==> config.mk <==
export PLATFORM = sky130hd
export DESIGN_NAME = fetch_unit
export DESIGN_NICKNAME = d
export VERILOG_FILES = /design/src/rtl/fetch_unit.sv
export SDC_FILE = /design/constraint.sdc
export NUM_CORES = 1
export LEC_CHECK = 0
export CAP_MARGIN = 20
export CORE_ASPECT_RATIO = 1.1
export CORE_MARGIN = 5
export CORE_UTILIZATION = 55
export CTS_BUF_LIST = sky130_fd_sc_hd__clkbuf_8
export DETAILED_ROUTE_END_ITERATION = 8
export PLACE_DENSITY_LB_ADDON = 0.08
export SLEW_MARGIN = 10
export SYNTH_ARGS = -nofsm -noshare
export SYNTH_HDL_FRONTEND = slang
export SYNTH_SLANG_ARGS = --single-unit
==> constraint.sdc <==
create_clock -name clk -period 8.9 [get_ports clk]
set_clock_uncertainty 0.1 [all_clocks]
set_input_delay 2.67 -clock clk [delete_from_list [all_inputs] [get_ports clk]]
set_output_delay 2.67 -clock clk [all_outputs]
set_load 0.1 [all_outputs]
==> src/rtl/fetch_unit.sv <==
// fetch_unit: instruction fetch stage in front of the control unit.
// Owns the program counter, reads instruction memory one op_code per cycle,
// and resolves bracket jumps by scanning memory for the matching bracket
// with a nesting-depth counter.
//
// Optional build macro: FETCH_SCAN_CHECK_EN
//   Defined   -> scans that overflow depth, wrap the scan pointer or run for
//                2^PC_WIDTH cycles without a match raise a sticky error and
//                park the unit in HALT.
//   Undefined -> wrap is silent, error is tied low, HALT is never entered.
module fetch_unit #(
    parameter int                  PC_WIDTH    = 16,
    parameter int                  OP_WIDTH    = 4,
    parameter int                  DEPTH_WIDTH = 8,
    parameter logic [OP_WIDTH-1:0] OP_OPEN     = 4'hA,
    parameter logic [OP_WIDTH-1:0] OP_CLOSE    = 4'hB,
    parameter logic [OP_WIDTH-1:0] OP_NOP      = 4'h0
) (
    input  logic                clk,
    input  logic                reset,
    output logic [PC_WIDTH-1:0] imem_addr,
    input  logic [OP_WIDTH-1:0] imem_data,
    input  logic                bubble,
    input  logic                load_pc,
    input  logic [PC_WIDTH-1:0] pc_in,
    input  logic                store_pc,
    output logic [PC_WIDTH-1:0] pc_out,
    input  logic                cell_zero,
    output logic [OP_WIDTH-1:0] instruction,
    output logic [PC_WIDTH-1:0] pc,
    output logic                scanning,
    output logic                error
);

    typedef enum logic [1:0] {
        S_FETCH    = 2'd0,
        S_SCAN_FWD = 2'd1,
        S_SCAN_BWD = 2'd2,
        S_HALT     = 2'd3
    } state_t;

    localparam logic [PC_WIDTH-1:0]    PC_ONE    = PC_WIDTH'(1);
    localparam logic [DEPTH_WIDTH-1:0] DEPTH_ONE = DEPTH_WIDTH'(1);

    state_t                 state_q, state_d;
    logic [PC_WIDTH-1:0]    pc_q, pc_d;
    logic [PC_WIDTH-1:0]    ptr_q, ptr_d;
    logic [DEPTH_WIDTH-1:0] depth_q, depth_d;
    logic [OP_WIDTH-1:0]    instr_q, instr_d;
    logic [PC_WIDTH-1:0]    pc_out_q, pc_out_d;

    logic is_open;
    logic is_close;
    logic in_scan;

`ifdef FETCH_SCAN_CHECK_EN
    localparam logic [PC_WIDTH-1:0]    PC_MAX    = {PC_WIDTH{1'b1}};
    localparam logic [DEPTH_WIDTH-1:0] DEPTH_MAX = {DEPTH_WIDTH{1'b1}};

    logic                error_q, error_d;
    logic [PC_WIDTH-1:0] scan_cnt_q, scan_cnt_d;
    logic                fault;
`endif

    assign is_open  = (imem_data == OP_OPEN);
    assign is_close = (imem_data == OP_CLOSE);
    assign in_scan  = (state_q == S_SCAN_FWD) || (state_q == S_SCAN_BWD);

    // While scanning, memory is addressed by the scan pointer; otherwise by the PC.
    assign imem_addr   = in_scan ? ptr_q : pc_q;
    assign instruction = instr_q;
    assign pc          = pc_q;
    assign pc_out      = pc_out_q;
    assign scanning    = in_scan;

`ifdef FETCH_SCAN_CHECK_EN
    assign error = error_q;
`else
    assign error = 1'b0;
`endif

    // Next-state logic: load_pc beats bubble, bubble beats the state action.
    always_comb begin
        state_d  = state_q;
        pc_d     = pc_q;
        ptr_d    = ptr_q;
        depth_d  = depth_q;
        instr_d  = instr_q;
        // PC capture is independent of bubble and sees the pre-load PC.
        pc_out_d = store_pc ? pc_q : pc_out_q;
`ifdef FETCH_SCAN_CHECK_EN
        error_d    = error_q;
        scan_cnt_d = scan_cnt_q;
        fault      = 1'b0;
`endif

        if (load_pc) begin
            pc_d    = pc_in;
            state_d = S_FETCH;
            depth_d = '0;
            instr_d = OP_NOP;
`ifdef FETCH_SCAN_CHECK_EN
            scan_cnt_d = '0;
`endif
        end else if (!bubble) begin
            case (state_q)
                S_FETCH: begin
                    if (is_open && cell_zero) begin
                        // Skip forward: PC stays on the bracket until the match is found.
                        instr_d = OP_NOP;
                        depth_d = DEPTH_ONE;
                        ptr_d   = pc_q + PC_ONE;
                        state_d = S_SCAN_FWD;
`ifdef FETCH_SCAN_CHECK_EN
                        scan_cnt_d = '0;
                        if (pc_q == PC_MAX) fault = 1'b1;
`endif
                    end else if (is_close && !cell_zero) begin
                        // Loop back: search backwards for the opening bracket.
                        instr_d = OP_NOP;
                        depth_d = DEPTH_ONE;
                        ptr_d   = pc_q - PC_ONE;
                        state_d = S_SCAN_BWD;
`ifdef FETCH_SCAN_CHECK_EN
                        scan_cnt_d = '0;
                        if (pc_q == '0) fault = 1'b1;
`endif
                    end else begin
                        instr_d = imem_data;
                        pc_d    = pc_q + PC_ONE;
                    end
                end

                S_SCAN_FWD: begin
                    instr_d = OP_NOP;
                    ptr_d   = ptr_q + PC_ONE;
                    if (is_open) begin
                        depth_d = depth_q + DEPTH_ONE;
                    end else if (is_close) begin
                        depth_d = depth_q - DEPTH_ONE;
                        if (depth_q == DEPTH_ONE) begin
                            pc_d    = ptr_q + PC_ONE;
                            state_d = S_FETCH;
                        end
                    end
`ifdef FETCH_SCAN_CHECK_EN
                    scan_cnt_d = scan_cnt_q + PC_ONE;
                    if (state_d != S_FETCH) begin
                        if (is_open && (depth_q == DEPTH_MAX)) fault = 1'b1;
                        if (ptr_q == PC_MAX)                   fault = 1'b1;
                        if (scan_cnt_q == PC_MAX)              fault = 1'b1;
                    end
`endif
                end

                S_SCAN_BWD: begin
                    instr_d = OP_NOP;
                    ptr_d   = ptr_q - PC_ONE;
                    if (is_close) begin
                        depth_d = depth_q + DEPTH_ONE;
                    end else if (is_open) begin
                        depth_d = depth_q - DEPTH_ONE;
                        if (depth_q == DEPTH_ONE) begin
                            pc_d    = ptr_q + PC_ONE;
                            state_d = S_FETCH;
                        end
                    end
`ifdef FETCH_SCAN_CHECK_EN
                    scan_cnt_d = scan_cnt_q + PC_ONE;
                    if (state_d != S_FETCH) begin
                        if (is_close && (depth_q == DEPTH_MAX)) fault = 1'b1;
                        if (ptr_q == '0)                        fault = 1'b1;
                        if (scan_cnt_q == PC_MAX)               fault = 1'b1;
                    end
`endif
                end

                S_HALT: begin
                    instr_d = OP_NOP;
                end

                default: begin
                    state_d = S_FETCH;
                    instr_d = OP_NOP;
                end
            endcase

`ifdef FETCH_SCAN_CHECK_EN
            // A failed scan parks the unit; only reset or load_pc leave HALT.
            if (fault) begin
                error_d = 1'b1;
                state_d = S_HALT;
                pc_d    = pc_q;
                instr_d = OP_NOP;
            end
`endif
        end
    end

    // Control and architectural state with synchronous reset.
    always_ff @(posedge clk) begin
        if (reset) begin
            state_q  <= S_FETCH;
            pc_q     <= '0;
            depth_q  <= '0;
            instr_q  <= OP_NOP;
            pc_out_q <= '0;
        end else begin
            state_q  <= state_d;
            pc_q     <= pc_d;
            depth_q  <= depth_d;
            instr_q  <= instr_d;
            pc_out_q <= pc_out_d;
        end
    end

    // Scan pointer is only meaningful inside a scan, so it carries no reset.
    always_ff @(posedge clk) begin
        ptr_q <= ptr_d;
    end

`ifdef FETCH_SCAN_CHECK_EN
    // Sticky fault flag and scan length counter.
    always_ff @(posedge clk) begin
        if (reset) begin
            error_q    <= 1'b0;
            scan_cnt_q <= '0;
        end else begin
            error_q    <= error_d;
            scan_cnt_q <= scan_cnt_d;
        end
    end
`endif

endmodule

==> results of run 1 <==
==> sequential cells by signal (all words and copies together) (netlist names) <==
signal       count
pc_out          16
depth_q          8
ptr_q           16
instruction      4
pc              16
state_q          2
==> final cells by class <==
cell class	instances	area, um2	area share
clock buffer	10	138	0.0235
clock inverter	5	50.0	0.00855
inverter	21	78.8	0.0135
multi-input combinational	461	3230	0.551
sequential	62	1400	0.239
tap	114	143	0.0244
timing repair buffer	82	818	0.140
==> per-layer routing <==
metal / vias to the layer above / wire (um)
li1: 2343 / -
met1: 2324 / 6790
met2: 310 / 6530
met3: 35 / 1320
met4: 0 / 357
met5: - / 0
==> layout by cell type (no fill, tap or decap), types with 4 or more instances in the layout <==
cell type / instances
a211o_1: 7
a211oi_1: 6
a21o_1: 5
a21oi_1: 31
a221o_1: 5
a221oi_1: 9
a22oi_1: 7
a31oi_1: 7
and2_1: 4
and3_1: 5
and4_1: 4
clkbuf_8: 10
clkdlybuf4s50_1: 78
dfxtp_1: 46
edfxtp_1: 16
ha_1: 10
inv_1: 22
mux2_2: 12
mux2i_1: 29
nand2_1: 34
nand3_1: 19
nand3b_1: 7
nand4_1: 14
nor2_1: 51
nor2b_1: 4
nor3_1: 21
nor3b_1: 6
nor4_1: 10
o211ai_1: 7
o21ai_0: 25
o221a_2: 4
o221ai_1: 6
o22ai_1: 8
o31ai_1: 4
or2_2: 4
or3_1: 4
xnor2_1: 24
xor2_1: 13
==> stage by stage <==
| stage | area, um2 | util |
|---|---|---|
| 4_1_cts | 5840 | 0.662 |
| 5_1_grt | 5860 | 0.663 |
| 3_5_place_dp | 5650 | 0.640 |
| 3_3_place_gp | 5650 | 0.640 |
| 2_1_floorplan | 4970 | - |
| 6_report | 5860 | 0.663 |
==> cells by family (layout without fill, tap and decap cells) <==
group                      Yosys count  after routing  share of synthesized area
other                                1              1                   0.000755
adders and majority gates           11             11                     0.0277
AOI/OAI and AO/OA                  161            161                      0.233
xor gates and xnor gates            37             37                     0.0652
and+or+nand+nor                    209            209                      0.233
DFF                                 62             62                      0.282
muxes                               42             42                     0.0887
buffers and inverters               83            118                     0.0695
==> critical path, delay by kind of cell (launching register included) <==
| family | cells | cell delay, ns |
|---|---|---|
| buffers and inverters | 3 | 1.69 |
| DFF | 1 | 0.38 |
| adders and majority gates | 1 | 0.82 |
| muxes | 1 | 0.24 |
==> power breakdown <==
| part | total, uW | switching [uW] | internal [uW] |
|---|---|---|---|
| registers | 322 | 21.4 | 301 |
| clock network | 250 | 116 | 134 |
| logic | 240 | 166 | 74.4 |
==> worst min path at each step <==
stage	end	startpoint	cells past startpoint	slack [ns]
floorplan	depth_q[1]$_SDFFE_PP0P_	depth_q[1]$_SDFFE_PP0P_	2	0.40
finish	instruction[3]$_SDFFE_PP0N_	instruction[3]$_SDFFE_PP0N_	2	0.37
detailed placement	instruction[0]$_SDFFE_PP0N_	instruction[0]$_SDFFE_PP0N_	2	0.35
CTS	instruction[0]$_SDFFE_PP0N_	instruction[0]$_SDFFE_PP0N_	2	0.36
global placement	instruction[0]$_SDFFE_PP0N_	instruction[0]$_SDFFE_PP0N_	2	0.34
global route	instruction[3]$_SDFFE_PP0N_	instruction[3]$_SDFFE_PP0N_	2	0.40
==> metrics.md, run 1 <==
| Metric | Value |
|---|---|
| Peak Freq | `around 160 MHz` |
| Critical-path cell list | `inv_1 > ha_2 > buf_4 > mux2_2 > clkdlybuf4s50_1` |
| Number of fillers in the final layout | `between 700 and 800` |
| Synthesized Nets | `roughly 640` |
| Busiest grt layer | `met1` |
| Setup crit end | `imem_addr[2]` |
| Vias in the first global route | `between 4,000 and 5,000` |
| Top-count cell post-synth | `nor2_1` |
| FF-to-FF path depth | `9` |
| Post-route insts no fill | `755` |
| Detail Placement HPWL | `10.8 mm` |
| Met1 Resource Use GR | `0.398` |
| Vias | `5,012` |
| CP required | `roughly 6.1 ns` |
| I/O pin total | `80` |
| Clock-pin slew on the worst setup and hold paths | `0.07 ns` |
| Asr flop ratio synth | `0` |
| CP peak stage delay | `1.14 ns` |
| WL final | `about 15 mm` |
| Core Box Area | `around 8800 um2` |
| Reg-to-Reg Start | `state_q[0]$_SDFFE_PP0P_` |
| Die area | `11,000 um2` |
| Root Buffer Master | `clkbuf_8` |
| CTS Buf Count | `9` |
| Netlist Area Pre-Place | `slightly below 5000 um2` |
| Tightest Pin Transition | `roughly 1 ns` |
| Core Rows | `36` |
| Max_cap viols | `0` |
| GR Layer Usage met3 | `0.0476` |
| Overall power | `between 800 and 900 uW` |
| Fin Setup TNS | `0 ns` |
| Number of DRC markers in iteration 0 | `just over 700` |
| Final Wtd Congestion | `slightly below 1` |
| Slew headroom | `0.331` |
| GRT Total Usage | `0.272` |
| Final Setup Violations | `0` |
| Vias per cell | `roughly 6.6` |
| H-tree depth | `3` |
| Pin count of the biggest net entering global routing | `42` |
| Dominant synthesized flop cell | `dfxtp_1` |
| CTS tree | `done` |
| Initial antenna violation count | `0` |
| Place WS | `a little over 3 ns` |
| Met2 usage in global routing | `0.395` |
| Arrival time worst endpoint | `approximately 3.5 ns` |
| CTS Buffer Depth | `2` |
| Wire per inst | `a little under 20 um` |
| PwrDens | `139 nW/um2` |
| Initial Util | `0.563` |
| Worst Setup Start Kind | `flop` |
| GRT overflow | `0` |
| Fin. max-slew vios | `0` |
| Layout cells sized above 1 | `0.0842` |
| Post-CTS Setup Inserts | `0` |
| CP max stage cell | `clkdlybuf4s50_1` |
| RSZ-0062 raised after global routing | `false` |
| CP endpoint kind | `output pin` |
| Post-route setup slack | `between 2 and 3 ns` |
| Share of the synthesized area in the top cell type | `0.185` |
| Critical path peak fanout | `41` |
| Die width | `about 100 um` |
| Port bufs | `slightly below 80` |
| WS Path Type | `flop to output pin` |
| Routed Antenna Nets | `0` |
| Period utilisation layout | `0.706` |
| Worst Setup SP | `state_q[0]$_SDFFE_PP0P_` |
| PostCTS Resize Cnt | `0` |
| Worst Hold Slack | `between 0.3 and 0.4 ns` |
| First-pass GRT wire length | `between 20 and 25 mm` |
| R2R Setup Slk | `roughly 5.2 ns` |
| Pleak | `between 0.002 and 0.0025 uW` |
| Yosys cell types | `72` |
| Die span in y | `approximately 110 um` |
| Largest area contributor in the netlist | `dfxtp_1` |
| Seq/Total Area, Yosys | `0.282` |
| Avg Cell Area, Syn | `~8.2 um2` |
| Post-synth EDFFs | `16` |
| Post-Syn Instances | `606` |
| Largest cells by area after synthesis | `dfxtp_1 (19%), edfxtp_1 (9.7%), mux2i_1 (5.8%)` |
| Outcome | `complete, no violations` |
| Hold WC Path Type | `flop to flop` |
| Placed Cells | `approximately 740` |
| Synth warnings | `0` |
| Area grow syn2layout | `17.9%` |
| Final hold violation count | `0` |
| TritonRoute pass-1 iters | `6` |
| Final min period | `~6.3 ns` |
| Max VDD drop | `between 0.0001 and 0.00015 V` |
| # hold bufs at CTS | `0` |
| Synth top cells by count | `nor2_1 (51), dfxtp_1 (46), clkbuf_1 (43), nand2_1 (34), a21oi_1 (31)` |
| Yosys reg bits | `between 60 and 70` |
| Post-route DRC | `0` |
| Final layout net count | `a little under 700` |
| Clock Latency Late Sink | `0.35 ns` |
| FF-to-FF End | `pc[7]$_SDFFE_PP0P_` |
| Inserted Diodes | `0` |
| CTS Sinks | `just over 60` |
No activity file was read; power rests on OpenSTA's default activity.
==> inputs of run 2 (changes only) <==
--- a/config.mk
+++ b/config.mk
@@ -8,7 +8,7 @@
 export CAP_MARGIN = 20
 export CORE_ASPECT_RATIO = 1.1
 export CORE_MARGIN = 5
-export CORE_UTILIZATION = 55
+export CORE_UTILIZATION = 51
 export CTS_BUF_LIST = sky130_fd_sc_hd__clkbuf_8
 export DETAILED_ROUTE_END_ITERATION = 8
 export PLACE_DENSITY_LB_ADDON = 0.08
==> constraint.sdc (replaced) <==
create_clock -name clk -period 5.75 [get_ports clk]
set_clock_uncertainty 0.1 [all_clocks]
set_input_delay 1.725 -clock clk [delete_from_list [all_inputs] [get_ports clk]]
set_output_delay 1.725 -clock clk [all_outputs]
set_load 0.1 [all_outputs]
==> metrics.md, run 2 (synthesis results as in run 1) <==
| Metric | Value |
|---|---|
| Outcome | `complete, no violations` |
| First-pass GRT wire length | `25.0 mm` |
| Final Wtd Congestion | `slightly above 0.9` |
| Wire per inst | `20.3 um` |
| Comb pwr share | `0.285` |
| Final hold violation count | `0` |
| Switching Fraction | `0.371` |
| Initial antenna violation count | `0` |
| Number of fillers in the final layout | `~880` |
| Pin count of the biggest net entering global routing | `47` |
| Fin util | `0.622` |
| Vias per cell | `6.52` |
| Worst Setup SP | `state_q[1]$_SDFFE_PP0P_` |
| Area grow syn2layout | `18.2%` |
| Layout cells sized above 1 | `0.107` |
| CP endpoint kind | `output pin` |
| PostCTS Resize Cnt | `0` |
| Routed Antenna Nets | `0` |
| FF-to-FF path depth | `8` |
| RSZ-0062 raised after global routing | `false` |
| GRT overflow | `0` |
| Inserted Diodes | `0` |
| Post-route setup slack | `0.737 ns` |
| Commonest cells after routing, fill and taps aside | `clkdlybuf4s50_1 (67), nor2_1 (51), dfxtp_1 (46), nand2_1 (34), a21oi_1 (31)` |
| CTS Buf Count | `9` |
| TritonRoute pass-1 iters | `6` |
| Post-CTS Setup Inserts | `0` |
| CTS tree | `done` |
| Hold WC Path Type | `flop to flop` |
| Sw Pwr | `483 uW` |
| Period utilisation layout | `0.872` |
| Arrival time worst endpoint | `3.19 ns` |
| Initial Util | `0.526` |
| Die span in y | `114 um` |
| PwrDens | `about 220 nW/um2` |
| Core Rows | `37` |
| Leading cell type in the layout, fill and taps excluded | `clkdlybuf4s50_1` |
| Sequential share of power | `0.382` |
| CP required | `between 3 and 4 ns` |
| H-tree depth | `3` |
| CP max stage cell | `clkdlybuf4s50_1` |
| CP peak stage delay | `1.18 ns` |
| CTS Buffer Depth | `2` |
| Peak Freq | `around 200 MHz` |
| # hold bufs at CTS | `0` |
| Buf/Inv on CP | `2` |
| Vias | `~5,000` |
| WS Path Type | `flop to output pin` |
| Pleak | `slightly above 0.002 uW` |
| Detail Placement HPWL | `around 11 mm` |
| Internal Power | `between 800 and 900 uW` |
| Port bufs | `between 70 and 80` |
| Max VDD drop | `about 0.00018 V` |
| FF-to-FF End | `pc[7]$_SDFFE_PP0P_` |
| Worst Setup Start Kind | `flop` |
| CTS Sinks | `between 60 and 70` |
| Fin Setup TNS | `0 ns` |
| WL final | `15.5 mm` |
| Final Setup Violations | `0` |
| Number of DRC markers in iteration 0 | `810` |
| Final layout net count | `677` |
| Max_cap viols | `0` |
| Critical Path Stages | `5` |
| Clock-pin slew on the worst setup and hold paths | `roughly 0.070 ns` |
| Critical-path cell list | `inv_1 > ha_2 > nand2_1 > o21ai_0 > clkdlybuf4s50_1` |
| I/O pin total | `80` |
| Placed Cells | `~750` |
| Vias in the first global route | `between 4,000 and 5,000` |
| Post-route DRC | `0` |
| Place WS | `around 1.1 ns` |
| Reg-to-Reg Start | `state_q[1]$_SDFFE_PP0P_` |
| Core Box Area | `~9400 um2` |
| Worst Hold Slack | `0.363 ns` |
| CP top delay family | `buffers and inverters` |
| Tightest Pin Transition | `0.992 ns` |
| Die width | `approximately 100 um` |
| Clock Latency Late Sink | `0.35 ns` |
| Root Buffer Master | `clkbuf_8` |
| Die area | `approximately 12,000 um2` |
| Final min period | `between 5 and 6 ns` |
| Clk pwr share | `0.333` |
| Setup crit end | `imem_addr[1]` |
| GRT Total Usage | `0.255` |
| Post-route insts no fill | `around 760` |
| Fin. max-slew vios | `0` |
| R2R Setup Slk | `a little over 2 ns` |
| Slew headroom | `0.337` |
| Critical path peak fanout | `46` |
==> run 2: changes by cell type in the layout (fill, tap and decap cells not counted) <==
| cell | before | now |
|---|---|---|
| clkbuf_8 | 10 | 9 |
| bufinv_16 | 1 | 2 |
| buf_8 | 1 | 0 |
| clkdlybuf4s50_1 | 78 | 67 |
| buf_4 | 3 | 18 |
| clkinv_4 | 0 | 1 |
==> run 2: per-stage QoR <==
step           power [uW]  instance area, um2
2_1_floorplan         784                4970
3_3_place_gp          872                5660
4_1_cts              1300                5870
6_report             1300                5870
5_1_grt              1350                5870
3_5_place_dp          876                5660
==> run 2: layout make-up <==
type                            count  area (um2)  share of cell area
Multi-Input combinational cell    461        3230               0.550
Sequential cell                    62        1400               0.239
Timing Repair Buffer               85         806               0.137
Tap cell                          117         146              0.0249
Clock buffer                        9         124              0.0211
Clock inverter                      7        88.8              0.0151
Inverter                           21        78.8              0.0134
==> run 2: routing by layer <==
| metal | track usage | vias up | wire (um) |
|---|---|---|---|
| li1 | - | 2349 | - |
| met1 | 0.361 | 2330 | 6960 |
| met2 | 0.385 | 262 | 6740 |
| met3 | 0.0589 | 26 | 1470 |
| met4 | 0.0812 | 0 | 280 |
| met5 | 0 | - | 0 |
==> run 2: worst min-delay path by stage <==
stage                                            from                     endpoint  cells past startpoint
after floorplan               depth_q[1]$_SDFFE_PP0P_      depth_q[1]$_SDFFE_PP0P_                      2
after global placement    instruction[0]$_SDFFE_PP0N_  instruction[0]$_SDFFE_PP0N_                      2
after detailed placement  instruction[0]$_SDFFE_PP0N_  instruction[0]$_SDFFE_PP0N_                      2
after CTS                 instruction[0]$_SDFFE_PP0N_  instruction[0]$_SDFFE_PP0N_                      2
after global routing      instruction[0]$_SDFFE_PP0N_  instruction[0]$_SDFFE_PP0N_                      2
final                     instruction[3]$_SDFFE_PP0N_  instruction[3]$_SDFFE_PP0N_                      2
==> run 2: worst register-to-register path, stage by stage (launching register included) <==
cell and delay, ns:
dfxtp_1 0.38, inv_1 0.08, ha_2 0.90, buf_4 0.32, inv_1 0.32, a21o_1 0.30
nand4bb_1 0.59, mux2_2 0.42, a22o_1 0.20
==> run 2: power groups by stage <==
stage	combinational, uW	clock [uW]	sequential [uW]
floorplan	201	0	583
global placement	366	0	507
detailed placement	369	0	507
CTS	370	436	497
global route	389	457	501
finish	372	434	498
